**config.mk**
```make
export PLATFORM = sky130hd
export DESIGN_NAME = scaler_counter_scheduler
export DESIGN_NICKNAME = d
export VERILOG_FILES = /design/src/rtl/scaler_sched_pkg.sv /design/src/rtl/scaler_edge_latch.sv /design/src/rtl/scaler_counter_scheduler.sv
export SDC_FILE = /design/constraint.sdc
export NUM_CORES = 1
export LEC_CHECK = 0
export BUFFER_PORTS_ARGS = -buffer_cell sky130_fd_sc_hd__buf_2
export CORE_MARGIN = 4
export CORE_UTILIZATION = 50
export CTS_BUF_LIST = sky130_fd_sc_hd__clkbuf_4
export DETAILED_ROUTE_END_ITERATION = 16
export PLACE_DENSITY_LB_ADDON = 0.1
export SYNTH_ARGS = -nofsm -noshare
export SYNTH_HDL_FRONTEND = slang
export SYNTH_SLANG_ARGS = --single-unit
```
**constraint.sdc**
```tcl
create_clock -name SIM_CLK -period 2.3 [get_ports SIM_CLK]
set_input_delay 0.115 -clock SIM_CLK [delete_from_list [all_inputs] [get_ports SIM_CLK]]
set_output_delay 0.115 -clock SIM_CLK [all_outputs]
set_load 0.02 [all_outputs]
```
**src/rtl/scaler_sched_pkg.sv**
```systemverilog
// Shared types, constants and helpers for the scaler counter scheduler.
package scaler_sched_pkg;

  localparam int unsigned CYCLE_LEN_DEF = 12;
  localparam int unsigned TP_W          = 4;
  localparam int unsigned MAX_REQ       = 16;

  typedef enum logic {
    SCHED_IDLE = 1'b0,
    SCHED_BUSY = 1'b1
  } sched_state_t;

  // Lowest set bit of vec as a one-hot vector; all zero when vec is zero.
  function automatic logic [MAX_REQ-1:0] onehot_lowest(input logic [MAX_REQ-1:0] vec);
    logic [MAX_REQ-1:0] res;
    res = '0;
    for (int unsigned i = 0; i < MAX_REQ; i++) begin
      if (vec[i] && (res == '0)) begin
        res[i] = 1'b1;
      end
    end
    return res;
  endfunction

endpackage

```
**src/rtl/scaler_edge_latch.sv**
```systemverilog
// Per-requester tap edge detector with pending and sticky lost flags.
// SCALER_SCHED_LOSS_COUNT_EN exposes the per-clock lost event.
module scaler_edge_latch
  import scaler_sched_pkg::*;
(
  input  logic clk,
  input  logic rst,
  input  logic tap,
  input  logic en,
  input  logic gnt,
  input  logic retry,
  input  logic clr_lost,
  output logic pend,
  output logic lost
`ifdef SCALER_SCHED_LOSS_COUNT_EN
  ,
  output logic lost_evt
`endif
);

  logic prev_q;
  logic pend_q;
  logic lost_q;
  logic edge_det;
  logic lost_set;

  assign edge_det = tap & ~prev_q & en;
  // A bit being granted this clock is not counted as lost: the new edge is a fresh request.
  assign lost_set = edge_det & pend_q & ~gnt;

  always_ff @(posedge clk) begin
    if (rst) begin
      prev_q <= tap;
      pend_q <= 1'b0;
      lost_q <= 1'b0;
    end else begin
      prev_q <= tap;

      if (!en) begin
        pend_q <= 1'b0;
      end else if (edge_det) begin
        pend_q <= 1'b1;
      end else if (gnt) begin
        pend_q <= 1'b0;
      end else if (retry) begin
        pend_q <= 1'b1;
      end

      if (lost_set) begin
        lost_q <= 1'b1;
      end else if (clr_lost) begin
        lost_q <= 1'b0;
      end
    end
  end

  assign pend = pend_q;
  assign lost = lost_q;

`ifdef SCALER_SCHED_LOSS_COUNT_EN
  assign lost_evt = lost_set;
`endif

endmodule

```
**src/rtl/scaler_counter_scheduler.sv**
```systemverilog
// Fixed-priority scheduler from scaler tap edges to involuntary counter cycles.
// SCALER_SCHED_LOSS_COUNT_EN adds the saturating LOSS_CNT output.
module scaler_counter_scheduler
  import scaler_sched_pkg::*;
#(
  parameter int unsigned NREQ          = 8,
  parameter int unsigned CYCLE_LEN     = CYCLE_LEN_DEF,
  parameter int unsigned TIMEOUT_SLOTS = 4
) (
  input  logic            SIM_CLK,
  input  logic            SIM_RST,
  input  logic [NREQ-1:0] SCL_TAP,
  input  logic [NREQ-1:0] REQ_EN,
  input  logic            INHINC,
  input  logic            CTR_DONE,
  input  logic            CLR_LOST,
  output logic [3:0]      TP,
  output logic            CTR_VLD,
  output logic [NREQ-1:0] CTR_GNT,
  output logic [NREQ-1:0] PEND,
  output logic [NREQ-1:0] LOST,
  output logic            ERR
`ifdef SCALER_SCHED_LOSS_COUNT_EN
  ,
  output logic [7:0]      LOSS_CNT
`endif
);

  sched_state_t       state_q;
  logic [TP_W-1:0]    tp_q;
  logic               slot_end;
  logic               vld_q;
  logic [NREQ-1:0]    gnt_q;
  logic [3:0]         slot_cnt_q;
  logic               err_q;

  logic [NREQ-1:0]    pend;
  logic [NREQ-1:0]    lost;
  logic [NREQ-1:0]    pick;
  logic [NREQ-1:0]    gnt_now;
  logic [NREQ-1:0]    retry_vec;
  logic [MAX_REQ-1:0] pend_ext;
  logic [MAX_REQ-1:0] pick_ext;
  logic               grant_fire;
  logic               timeout;

  // Timepulse counter; the slot boundary is the last timepulse of the slot.
  assign slot_end = (tp_q == TP_W'(CYCLE_LEN - 1));

  always_ff @(posedge SIM_CLK) begin
    if (SIM_RST) begin
      tp_q <= '0;
    end else if (slot_end) begin
      tp_q <= '0;
    end else begin
      tp_q <= tp_q + 1'b1;
    end
  end

  always_comb begin
    pend_ext             = '0;
    pend_ext[NREQ-1:0]   = pend;
    pick_ext             = onehot_lowest(pend_ext);
    pick                 = pick_ext[NREQ-1:0];
  end

  assign grant_fire = (state_q == SCHED_IDLE) && slot_end && !INHINC && (pend != '0);
  // CTR_DONE arriving on the final boundary completes the cycle rather than timing out.
  assign timeout    = (state_q == SCHED_BUSY) && !CTR_DONE && slot_end &&
                      (slot_cnt_q == 4'(TIMEOUT_SLOTS - 1));
  assign gnt_now    = grant_fire ? pick : '0;
  assign retry_vec  = timeout ? gnt_q : '0;

  always_ff @(posedge SIM_CLK) begin
    if (SIM_RST) begin
      state_q    <= SCHED_IDLE;
      vld_q      <= 1'b0;
      gnt_q      <= '0;
      slot_cnt_q <= '0;
      err_q      <= 1'b0;
    end else begin
      if (timeout) begin
        err_q <= 1'b1;
      end else if (CLR_LOST) begin
        err_q <= 1'b0;
      end

      case (state_q)
        SCHED_IDLE: begin
          if (grant_fire) begin
            state_q    <= SCHED_BUSY;
            vld_q      <= 1'b1;
            gnt_q      <= pick;
            slot_cnt_q <= '0;
          end
        end
        SCHED_BUSY: begin
          if (CTR_DONE || timeout) begin
            state_q <= SCHED_IDLE;
            vld_q   <= 1'b0;
            gnt_q   <= '0;
          end else if (slot_end) begin
            slot_cnt_q <= slot_cnt_q + 4'd1;
          end
        end
        default: begin
          state_q <= SCHED_IDLE;
          vld_q   <= 1'b0;
          gnt_q   <= '0;
        end
      endcase
    end
  end

`ifdef SCALER_SCHED_LOSS_COUNT_EN
  logic [NREQ-1:0] lost_evt;
  logic            any_lost;
  logic [7:0]      loss_cnt_q;

  assign any_lost = (lost_evt != '0);

  // A lost event in the same clock as CLR_LOST is still counted.
  always_ff @(posedge SIM_CLK) begin
    if (SIM_RST) begin
      loss_cnt_q <= '0;
    end else if (CLR_LOST) begin
      loss_cnt_q <= {7'd0, any_lost};
    end else if (any_lost && (loss_cnt_q != 8'hFF)) begin
      loss_cnt_q <= loss_cnt_q + 8'd1;
    end
  end

  assign LOSS_CNT = loss_cnt_q;
`endif

  for (genvar g = 0; g < NREQ; g++) begin : g_req
    scaler_edge_latch u_latch (
      .clk      (SIM_CLK),
      .rst      (SIM_RST),
      .tap      (SCL_TAP[g]),
      .en       (REQ_EN[g]),
      .gnt      (gnt_now[g]),
      .retry    (retry_vec[g]),
      .clr_lost (CLR_LOST),
      .pend     (pend[g]),
      .lost     (lost[g])
`ifdef SCALER_SCHED_LOSS_COUNT_EN
      ,
      .lost_evt (lost_evt[g])
`endif
    );
  end

  assign TP      = tp_q;
  assign CTR_VLD = vld_q;
  assign CTR_GNT = gnt_q;
  assign PEND    = pend;
  assign LOST    = lost;
  assign ERR     = err_q;

endmodule

```
==> key figures, run 1 <==
STA
  – Rel. slew slack: 69.19%
  – Post-layout min period: about 1900 ps
  – Unrepaired setup endpoints after global routing: false
  – Post-route worst hold slack: between 20 and 30 ps
  – Final number of setup-violating endpoints: 0
  – Final hold viol count: 0
  – Final count of pins violating max slew: 0
  – Highest attainable clock frequency: a little over 500 MHz
  – Fraction of the cycle the final worst path needs: 84.24%
  – Worst slew pin tran: roughly 460 ps
  – Final setup margin: around 360 ps
  – Setup Total Neg Slack: 0 ps
  – Worst setup skew after layout: a little over 8 ps

Cells and area
  – Area added between synthesis and finish: 19.27%
  – Fraction of layout instances using a drive strength above 1: 25.66%
  – Count of filler cells inserted in the layout: 346
  – Inserted Diodes: 0
  – Utilization after layout: 61.76%
  – Fin nets: between 200 and 300

Min path
  – Type of the worst min-delay path: input port to register
  – Startpoint of the tightest hold check path: REQ_EN[7]

Setup path
  – Beginning of the worst register-to-register path: TP[0]$_SDFF_PP0_
  – Crit-path max FO: 9
  – Launching element type of the critical path: register
  – Data required, critical path: 2560 ps
  – Reg-to-reg slack, setup: approximately 360 ps
  – Critical path class: register to register
  – Critical path arrival: 2200 ps
  – Worst setup path startpoint: TP[0]$_SDFF_PP0_
  – Type of destination of the critical path: register

Drt
  – Routed length per instance: ~14 um
  – Detailed Route WL: ~4.3 mm
  – Iteration-0 DRC count of the detailed router: just over 80
  – Remaining number of nets flagged by the antenna check after routing: 0
  – Via-per-instance ratio: between 5 and 6
  – First-pass iteration count of the detailed router: 4
  – Residual DRC: 0
  – Overall via count from detail_route: around 1700

Yosys
  – Yosys warns: 0
  – Cells taking the most area after synthesis: sky130_fd_sc_hd__dfxtp_1 (45%), sky130_fd_sc_hd__buf_4 (6.3%), sky130_fd_sc_hd__nand2_1 (5.3%), sky130_fd_sc_hd__a21oi_1 (5.0%), sky130_fd_sc_hd__nor2_1 (3.6%)
  – Async S/R FF share, synth: 0%
  – Netlist Area Pre-Place: ~1900 um2
  – Part of the Yosys area used for sequential elements: 45.41%
  – Top FF cell, synth: sky130_fd_sc_hd__dfxtp_1
  – Mean cell area of the mapped netlist: roughly 9 um2
  – Most frequent cells after synthesis: sky130_fd_sc_hd__dfxtp_1 (43), sky130_fd_sc_hd__nand2_1 (27), sky130_fd_sc_hd__a21oi_1 (19)
  – Count of flip-flops with a built-in enable after synthesis: 0
  – Count of mapped cells out of synthesis: between 200 and 250
  – Net count of the mapped netlist: roughly 240
  – Portion of synthesized cell area occupied by the leading cell type: between 40% and 50%
  – FF+latch count, synth: 43
  – Number of distinct library cells after synthesis: 48
  – Cell with the most instances after synthesis: sky130_fd_sc_hd__dfxtp_1
  – Library cell with the largest summed area after synthesis: sky130_fd_sc_hd__dfxtp_1

Clocking
  – # Post-CTS Setup Buffers: 0
  – Clock buffer count from CTS: 5
  – Clock network latency to the later pin of the worst-skew pair: approximately 360 ps
  – Clock sink count: 43
  – Count of H-tree levels built during CTS: 2
  – Clock slew at reported path FFs: between 100 and 150 ps
  – Clock tree from TritonCTS: built
  – Root buffer cell: sky130_fd_sc_hd__clkbuf_4
  – Number of buffers between clock root and the deepest sink: 2

Run status
  – Outcome: finished clean

Floorplan
  – I/O pin cnt: 51
  – Die Area: ~4800 um2
  – Initial Utilization: a little over 50%
  – Horizontal extent of the die: 69.57 um
  – Core Footprint: ~3700 um2
  – Row cnt: 22
  – Floorplan die height: approximately 70 um

Power
  – Post-layout power: 1.252 mW
  – Leakage power figure: between 0.9 and 1 nW
  – Worst ir drop on vdd: around 430 uV
  – Power per unit of standard cell area: about 550 nW/um2

Job
  – Max-cap violation count: 0

Global routing
  – All-layer global routing usage: between 15 and 20%
  – Largest net degree at the start of global routing: 19
  – First-pass GRT wire length: 7.569 mm
  – Via count of the first global-routing pass: ~1600
  – Number of antenna violations at the first check in global routing: 0
  – Aggregate global routing overflow: 0

Placement
  – Estimated wirelength of the detail-placed design: 2.919 mm
  – Final Wtd Congestion: ~0.80
  – Port buffer count: 50
  – Pre-CTS setup slack: about 430 ps
-- where the power goes --
group | switching [mW] | total [mW] | internal, mW
Clock | 0.233 | 0.359 | 0.125
Combinational | 0.0646 | 0.121 | 0.0561
Sequential | 0.0126 | 0.773 | 0.760
-- worst max-delay path, stage by stage, from the launching register on --
cell and delay, ps:
sky130_fd_sc_hd__dfxtp_1 390, sky130_fd_sc_hd__ha_1 210, sky130_fd_sc_hd__and3b_1 310, sky130_fd_sc_hd__and3_1 470, sky130_fd_sc_hd__a211oi_1 150, sky130_fd_sc_hd__nor4b_1 320
-- layer usage --
metal  wire length [um]  share of wire [%]  global-route usage, %
met5                  0                  0                      0
met4                 59                1.4                  6.291
met3                264                6.1                  5.797
met2               1987                 46                  31.14
met1               2002                 46                  24.48
-- cell families after synthesis --
kind of cell	synth area share, %
adders and majority gates	1.320
AOI/OAI and AO/OA	19.08
muxes	1.056
buffers and inverters	10.63
and+or+nand+nor	22.05
DFF	45.41
xor gates and xnor gates	0.4621
-- area by class of cell --
cell class                 instances  area (um2)  area share, %
sequential                        43       860.8          38.07
multi-input combinational        137       833.3          36.86
timing repair buffer              68       420.4          18.59
tap                               48       60.06          2.656
clock buffer                       6       45.04          1.992
inverter                           9       33.78          1.494
clock inverter                     2       7.507         0.3320
-- per-stage QoR --
| stage | instances | cell area, um2 |
|---|---|---|
| 2_1_floorplan | 213 | 1896 |
| 3_3_place_gp | 291 | 2068 |
| 3_5_place_dp | 291 | 2068 |
| 4_1_cts | 313 | 2261 |
| 5_1_grt | 313 | 2261 |
| 6_report | 313 | 2261 |
-- placed cells by master, fill, tap and decap left out, types with 2 or more instances in the layout --
cell type,n
sky130_fd_sc_hd__buf_2,50
sky130_fd_sc_hd__dfxtp_1,43
sky130_fd_sc_hd__nand2_1,27
sky130_fd_sc_hd__a21oi_1,19
sky130_fd_sc_hd__nor2_1,18
sky130_fd_sc_hd__dlygate4sd3_1,14
sky130_fd_sc_hd__nand3_1,10
sky130_fd_sc_hd__inv_1,6
sky130_fd_sc_hd__clkbuf_4,6
sky130_fd_sc_hd__o211ai_1,5
sky130_fd_sc_hd__clkinv_1,4
sky130_fd_sc_hd__nor3b_1,4
sky130_fd_sc_hd__o32ai_1,4
sky130_fd_sc_hd__nand3b_1,4
sky130_fd_sc_hd__a32oi_1,4
sky130_fd_sc_hd__buf_4,4
sky130_fd_sc_hd__nand4_1,3
sky130_fd_sc_hd__a31oi_1,3
sky130_fd_sc_hd__nor4b_1,3
sky130_fd_sc_hd__or3b_1,2
sky130_fd_sc_hd__a21o_1,2
sky130_fd_sc_hd__mux2i_1,2
sky130_fd_sc_hd__a211oi_1,2
sky130_fd_sc_hd__ha_1,2
-- state kept, by name, summed over array words and instances (netlist names) --
name,flops
TP,4
slot_cnt_q,4
g_req.u_latch.pend,8
CTR_VLD,1
g_req.u_latch.prev_q,8
ERR,1
state_q,1
CTR_GNT,8
g_req.u_latch.lost,8
-- worst paths after layout --
check / to / cells after the start
min: g_req[7].u_latch.pend$_SDFFE_PP0P_ / 2
max: g_req[6].u_latch.pend$_SDFFE_PP0P_ / 5
min reg2reg: g_req[1].u_latch.lost$_SDFFE_PP0P_ / 2
max reg2reg: g_req[6].u_latch.pend$_SDFFE_PP0P_ / 5
-- repair_timing --
item,4_1_cts,5_1_grt
hold buffers,14,0
endpoints found under the hold margin,14,0
gates resized for setup,0,0
setup endpoints to repair,0,0
Power figures use the tool's default switching activity.
==> inputs of run 2 (changes only) <==
clock period = 1.85 ns   (was 2.3 ns; I/O delays follow)
==> key figures, run 2 (same netlist as run 1, synthesis figures left out) <==
Drt
  – Remaining number of nets flagged by the antenna check after routing: 0 (unchanged)
  – Routed length per instance: 13.57 um (-1.5%)
  – Residual DRC: 0 (unchanged)
  – Via-per-instance ratio: 5.332 (-0.30%)
  – Overall via count from detail_route: 1733 (+3.5%)
  – Iteration-0 DRC count of the detailed router: 79 (-2.5%)
  – Detailed Route WL: 4.411 mm (+2.2%)
  – First-pass iteration count of the detailed router: 5 (+1)

Clocking
  – Clock tree from TritonCTS: built
  – Clock network latency to the later pin of the worst-skew pair: 360 ps (about the same)
  – Clock buffer count from CTS: 5 (unchanged)
  – Number of buffers between clock root and the deepest sink: 2 (unchanged)
  – Clock sink count: 43 (unchanged)
  – Root buffer cell: sky130_fd_sc_hd__clkbuf_4
  – Clock slew at reported path FFs: 120 ps (about the same)
  – Count of H-tree levels built during CTS: 2 (unchanged)

Global routing
  – Number of antenna violations at the first check in global routing: 0 (unchanged)
  – Largest net degree at the start of global routing: 21 (+2)
  – Via count of the first global-routing pass: 1622 (-0.67%)
  – All-layer global routing usage: 18.71% (-0.55 points)
  – First-pass GRT wire length: 7.376 mm (-2.5%)
  – Aggregate global routing overflow: 0 (unchanged)

Placement
  – Port buffer count: 50 (unchanged)
  – Final Wtd Congestion: 0.7633 (-4.8%)
  – Estimated wirelength of the detail-placed design: 3.048 mm (+4.4%)
  – Total cell area at the placement stage: 2158 um2 (+4.4%)

STA
  – Rel. slew slack: 73.87% (+4.7 points)
  – Worst setup skew after layout: 6.334 ps (-1.712 ps)
  – Worst slew pin tran: 391.9 ps (-67.95 ps)
  – Final number of setup-violating endpoints: 0 (unchanged)
  – Post-layout min period: 1683 ps (-254.1 ps)
  – Unrepaired setup endpoints after global routing: false
  – Setup Total Neg Slack: 0 ps (unchanged)
  – Highest attainable clock frequency: 594.0 MHz (+15%)
  – Final hold viol count: 0 (unchanged)
  – Final count of pins violating max slew: 0 (unchanged)
  – Fraction of the cycle the final worst path needs: 90.99% (+6.8 points)

Setup path
  – Crit-path max FO: 10 (+1)
  – Critical path class: register to register
  – Critical path, cell by cell: ha_2 > and3b_2 > buf_6 > a21oi_2 > o21ai_2 > o32ai_1
  – Data required, critical path: 2120 ps (-440 ps)
  – Critical path arrival: 1960 ps (-240 ps)
  – Type of destination of the critical path: register
  – Critical-path top delay cell: sky130_fd_sc_hd__dfxtp_2
  – Largest stage delay on the critical path: 350 ps (-120 ps)
  – Launching element type of the critical path: register

Cells and area
  – Fin nets: 299 (+4.2%)
  – Most common cell after layout, fill and taps aside: sky130_fd_sc_hd__buf_2
  – Fraction of layout instances using a drive strength above 1: 30.69% (+5.0 points)
  – Inserted Diodes: 0 (unchanged)
  – Highest-count cells in the layout ignoring fill and taps: sky130_fd_sc_hd__buf_2 (50), sky130_fd_sc_hd__dfxtp_1 (42), sky130_fd_sc_hd__nand2_1 (27), sky130_fd_sc_hd__a21oi_1 (19), sky130_fd_sc_hd__nor2_1 (18)
  – Post-route cell area: 2385 um2 (+5.5%)
  – Area added between synthesis and finish: 25.81%
  – Count of filler cells inserted in the layout: 333 (-3.8%)

Power
  – Leakage power figure: 1.006 nW (+8.0%)
  – Worst ir drop on vdd: 445.7 uV (+3.4%)
  – Power per unit of standard cell area: 665.7 nW/um2 (+20%)

Run status
  – Outcome: finished clean

Floorplan
  – Row cnt: 22 (unchanged)
  – Die Area: 4840 um2 (unchanged)
  – Initial Utilization: 51.78% (unchanged)
  – Core Footprint: 3661 um2 (unchanged)
  – Floorplan die height: 69.57 um (unchanged)
  – I/O pin cnt: 51 (unchanged)
  – Horizontal extent of the die: 69.57 um (unchanged)

Job
  – Max-cap violation count: 0 (unchanged)

Min path
  – Type of the worst min-delay path: input port to register
[run 2: cell types whose count changed in the layout (fill, tap and decap cells not counted), sizes merged]
cell / change
clkinv: -1
dlygate4sd3: +1
clkbuf: +1
buf: +11
[run 2: critical path, delay by kind of cell (launching register included)]
kind | cells | cell delay (ps)
simple gates | 1 | 250
buf+inv | 1 | 150
fa+ha+maj | 1 | 200
flops | 1 | 350
compound gates | 3 | 640
[run 2: path summary, 6_finish.rpt]
path / from / end / slack [ps] / cells after the start
worst max-delay path: TP[0]$_SDFF_PP0_ / CTR_GNT[3]$_SDFFE_PP0P_ / 170 / 6
worst min-delay path: REQ_EN[6] / g_req[6].u_latch.pend$_SDFFE_PP0P_ / 9 / 2
worst max register to register: TP[0]$_SDFF_PP0_ / CTR_GNT[3]$_SDFFE_PP0P_ / 170 / 6
worst min register to register: TP[0]$_SDFF_PP0_ / TP[0]$_SDFF_PP0_ / 450 / 1
[run 2: area by class of cell]
cell class | instances | area [um2] | area share (%)
clock inverter | 1 | 5.005 | 0.2099
sequential | 43 | 862.1 | 36.15
multi-input combinational | 137 | 842.1 | 35.31
timing repair buffer | 80 | 529.3 | 22.19
inverter | 9 | 33.78 | 1.417
clock buffer | 7 | 52.55 | 2.204
tap | 48 | 60.06 | 2.518
[run 2: per-stage QoR]
step / utilization, % / total power, mW / hold slack (ps) / worst slack (ps) / cells
after floorplan: - / 1.062 / 120.2 / 41.27 / 213
after global placement: 58.95 / 1.112 / 209.2 / 108.8 / 301
after detailed placement: 58.95 / 1.113 / 209.6 / 60.50 / 301
after CTS: 64.63 / 1.597 / 2.979 / 28.84 / 324
after global routing: 65.14 / 1.658 / 7.517 / 22.16 / 325
final: 65.14 / 1.588 / 8.979 / 166.6 / 325
[run 2: what timing repair did]
item                       CTS  global route
gates resized for setup      0             3
hold endpoints to repair    15             0
buffers inserted             0             1
setup endpoints to repair    0             9
hold buffers                15             0
[run 2: power breakdown]
part	internal (mW)	total [mW]	switching [mW]	leakage, nW
clock network	0.178	0.470	0.293	0.0361
logic	0.0750	0.159	0.0844	0.619
registers	0.946	0.958	0.0121	0.351
total	1.20	1.59	0.389	1.01
[run 2: metal layers]
layer	share of wire, %	track usage, %
met4	1.8	7.375
met1	45	24.10
met3	5.2	4.058
met5	0	0
met2	48	30.40
==> inputs of run 3 (changes only) <==
BUFFER_PORTS_ARGS = default   (was -buffer_cell sky130_fd_sc_hd__buf_2)
DONT_BUFFER_PORTS = 1   (was default)
==> key figures, run 3 (same netlist as run 1, synthesis figures left out) <==
Global routing
  – Largest net degree at the start of global routing: 30 (+43%)
  – All-layer global routing usage: 19.20% (+0.49 points)
  – Number of antenna violations at the first check in global routing: 0 (unchanged)
  – Via count of the first global-routing pass: 1615 (-0.43%)
  – Aggregate global routing overflow: 0 (unchanged)
  – First-pass GRT wire length: 7.493 mm (+1.6%)

STA
  – Rel. slew slack: 23.63% (-50 points)
  – Final setup margin: 105.2 ps (-61.45 ps)
  – Setup Total Neg Slack: 0 ps (unchanged)
  – Final count of pins violating max slew: 0 (unchanged)
  – Final hold viol count: 0 (unchanged)
  – Worst slew pin tran: 1145 ps (+753.6 ps)
  – Unrepaired setup endpoints after global routing: false
  – Worst setup skew after layout: 10.23 ps (+3.899 ps)
  – Final number of setup-violating endpoints: 0 (unchanged)
  – Post-layout min period: 1745 ps (+61.45 ps)
  – Fraction of the cycle the final worst path needs: 94.32% (+3.3 points)
  – Highest attainable clock frequency: 573.1 MHz (-3.5%)

Clocking
  – Clock sink count: 43 (unchanged)
  – Root buffer cell: sky130_fd_sc_hd__clkbuf_4
  – Clock network latency to the later pin of the worst-skew pair: 350 ps (about the same)
  – Number of buffers between clock root and the deepest sink: 2 (unchanged)
  – Clock buffer count from CTS: 5 (unchanged)
  – Count of H-tree levels built during CTS: 2 (unchanged)
  – Clock tree from TritonCTS: built
  – Clock slew at reported path FFs: 120 ps (about the same)

Drt
  – Routed length per instance: 15.93 um (+17%)
  – Detailed Route WL: 4.493 mm (+1.9%)
  – Iteration-0 DRC count of the detailed router: 62 (-22%)
  – Residual DRC: 0 (unchanged)
  – First-pass iteration count of the detailed router: 4 (-1)
  – Via-per-instance ratio: 5.645 (+5.9%)
  – Remaining number of nets flagged by the antenna check after routing: 0 (unchanged)
  – Overall via count from detail_route: 1592 (-8.1%)

Placement
  – Estimated wirelength of the detail-placed design: 3.192 mm (+4.7%)
  – Pre-CTS setup slack: 98.59 ps (+38.09 ps)
  – Final Wtd Congestion: 0.7740 (+1.4%)
  – Port buffer count: 0 (-100%)

Setup path
  – Critical-path top delay cell: sky130_fd_sc_hd__dfxtp_1
  – Type of destination of the critical path: register
  – Data required, critical path: 2100 ps (-20 ps)
  – Critical path, cell by cell: ha_1 > and3b_2 > buf_4 > nand3b_1 > buf_4 > o2111ai_1 > o21ai_1
  – Critical path arrival: 2000 ps (+40 ps)
  – Top delay family on crit path: simple AND/OR/NAND/NOR gates
  – Worst setup path startpoint: TP[1]$_SDFF_PP0_
  – Crit-path max FO: 5 (-5)
  – Combined buffer and inverter count along the critical path: 2 (+1)
  – Beginning of the worst register-to-register path: TP[1]$_SDFF_PP0_
  – Worst path most repeated cell: sky130_fd_sc_hd__buf_4
  – Critical path class: register to register
  – Largest stage delay on the critical path: 360 ps (about the same)
  – Launching element type of the critical path: register

Floorplan
  – Core Footprint: 3661 um2 (unchanged)
  – Die Area: 4840 um2 (unchanged)
  – Horizontal extent of the die: 69.57 um (unchanged)
  – Floorplan die height: 69.57 um (unchanged)
  – Row cnt: 22 (unchanged)
  – Initial Utilization: 51.78% (unchanged)
  – I/O pin cnt: 51 (unchanged)

Power
  – Logic gate share of total power: 9.6% (-0.4 points)
  – Clock Power Share: 27.8% (-1.8 points)
  – Net Sw Power: 378.8 uW (-2.6%)
  – Proportion of total power due to net switching: 24.83% (+0.32 points)
  – Leakage power figure: 0.7947 nW (-21%)
  – Sequential share of power: 62.6% (+2.3 points)
  – Internal Power: 1.147 mW (-4.3%)
  – Power per unit of standard cell area: 700.3 nW/um2 (+5.2%)
  – Worst ir drop on vdd: 416.1 uV (-6.6%)
  – Post-layout power: 1.526 mW (-3.9%)

Cells and area
  – Fin nets: 257 (-14%)
  – Area of all sequential standard cells: 862.1 um2 (unchanged)
  – Inserted Diodes: 0 (unchanged)
  – Most common cell after layout, fill and taps aside: sky130_fd_sc_hd__dfxtp_1
  – Area added between synthesis and finish: 14.92%
  – Count of filler cells inserted in the layout: 336 (+0.90%)
  – Fraction of layout instances using a drive strength above 1: 15.81% (-15 points)
  – Highest-count cells in the layout ignoring fill and taps: sky130_fd_sc_hd__dfxtp_1 (42), sky130_fd_sc_hd__nand2_1 (27), sky130_fd_sc_hd__buf_4 (20), sky130_fd_sc_hd__a21oi_1 (19), sky130_fd_sc_hd__nor2_1 (18)
  – Multi-input combinational cell area: 843.3 um2 (+0.15%)

Job
  – Max-cap violation count: 0 (unchanged)

Min path
  – Type of the worst min-delay path: input port to register
  – Startpoint of the tightest hold check path: REQ_EN[3]

Run status
  – Outcome: finished clean
run 3: cell count changes in the layout (fill, tap and decap cells not counted), moves of 2 or more:
cell and delta:
sky130_fd_sc_hd__buf_4 +7, sky130_fd_sc_hd__buf_2 -50, sky130_fd_sc_hd__dlygate4sd3_1 +2, sky130_fd_sc_hd__clkbuf_4 -2
run 3: metrics by stage:
| stage | hold slack (ps) | utilization [%] | instance area (um2) | cells |
|---|---|---|---|---|
| after CTS | 4.512 | 58.99 | 2160 | 281 |
| final | 9.166 | 59.50 | 2178 | 282 |
| after global routing | 6.934 | 59.50 | 2178 | 282 |
| after floorplan | 120.2 | - | 1898 | 213 |
| after global placement | 120.3 | 52.80 | 1933 | 256 |
| after detailed placement | 120.3 | 52.80 | 1933 | 256 |
run 3: routing by layer:
layer | wire length (um) | share of wire, % | up-vias | GRT usage (%)
met5 | 0 | 0 | - | 0
met4 | 61 | 1.4 | 0 | 6.941
met3 | 278 | 6.2 | 5 | 6.812
met2 | 2216 | 49 | 30 | 33.37
met1 | 1937 | 43 | 764 | 21.52
li1 | - | - | 793 | -
run 3: timing repair:
item	4_1_cts	5_1_grt
hold endpoints to repair	41	0
resized for setup	0	3
buffers inserted	0	1
hold buffers	18	0
endpoints found under the setup margin	0	9
run 3: final cells by class:
cell class	count	share of cell area, %
Sequential cell	43	39.57
Multi-Input combinational cell	137	38.71
Timing Repair Buffer	38	15.28
Tap cell	48	2.757
Clock buffer	5	1.723
Inverter	9	1.551
Clock inverter	2	0.4021
run 3: final timing paths:
kind                                         to  slack, ps  cells after the start
max                  slot_cnt_q[3]$_SDFFE_PP0P_        110                      7
min          g_req[3].u_latch.lost$_SDFFE_PP0P_          9                      4
max reg2reg          slot_cnt_q[3]$_SDFFE_PP0P_        110                      7
min reg2reg          slot_cnt_q[1]$_SDFFE_PP0P_        500                      2
run 3: worst min-delay path, cell delays in order:
cell	delay, ps
sky130_fd_sc_hd__nand2_1	50
sky130_fd_sc_hd__nor2_1	50
sky130_fd_sc_hd__o311ai_1	80
sky130_fd_sc_hd__a21oi_1	60
run 3: power by group through the flow:
stage          clock (mW)  sequential (mW)  combinational, mW
2_1_floorplan           0            0.985             0.0770
3_3_place_gp            0            0.976             0.0999
3_5_place_dp            0            0.977              0.104
4_1_cts             0.434            0.956              0.146
5_1_grt             0.486            0.959              0.160
6_report            0.424            0.956              0.146
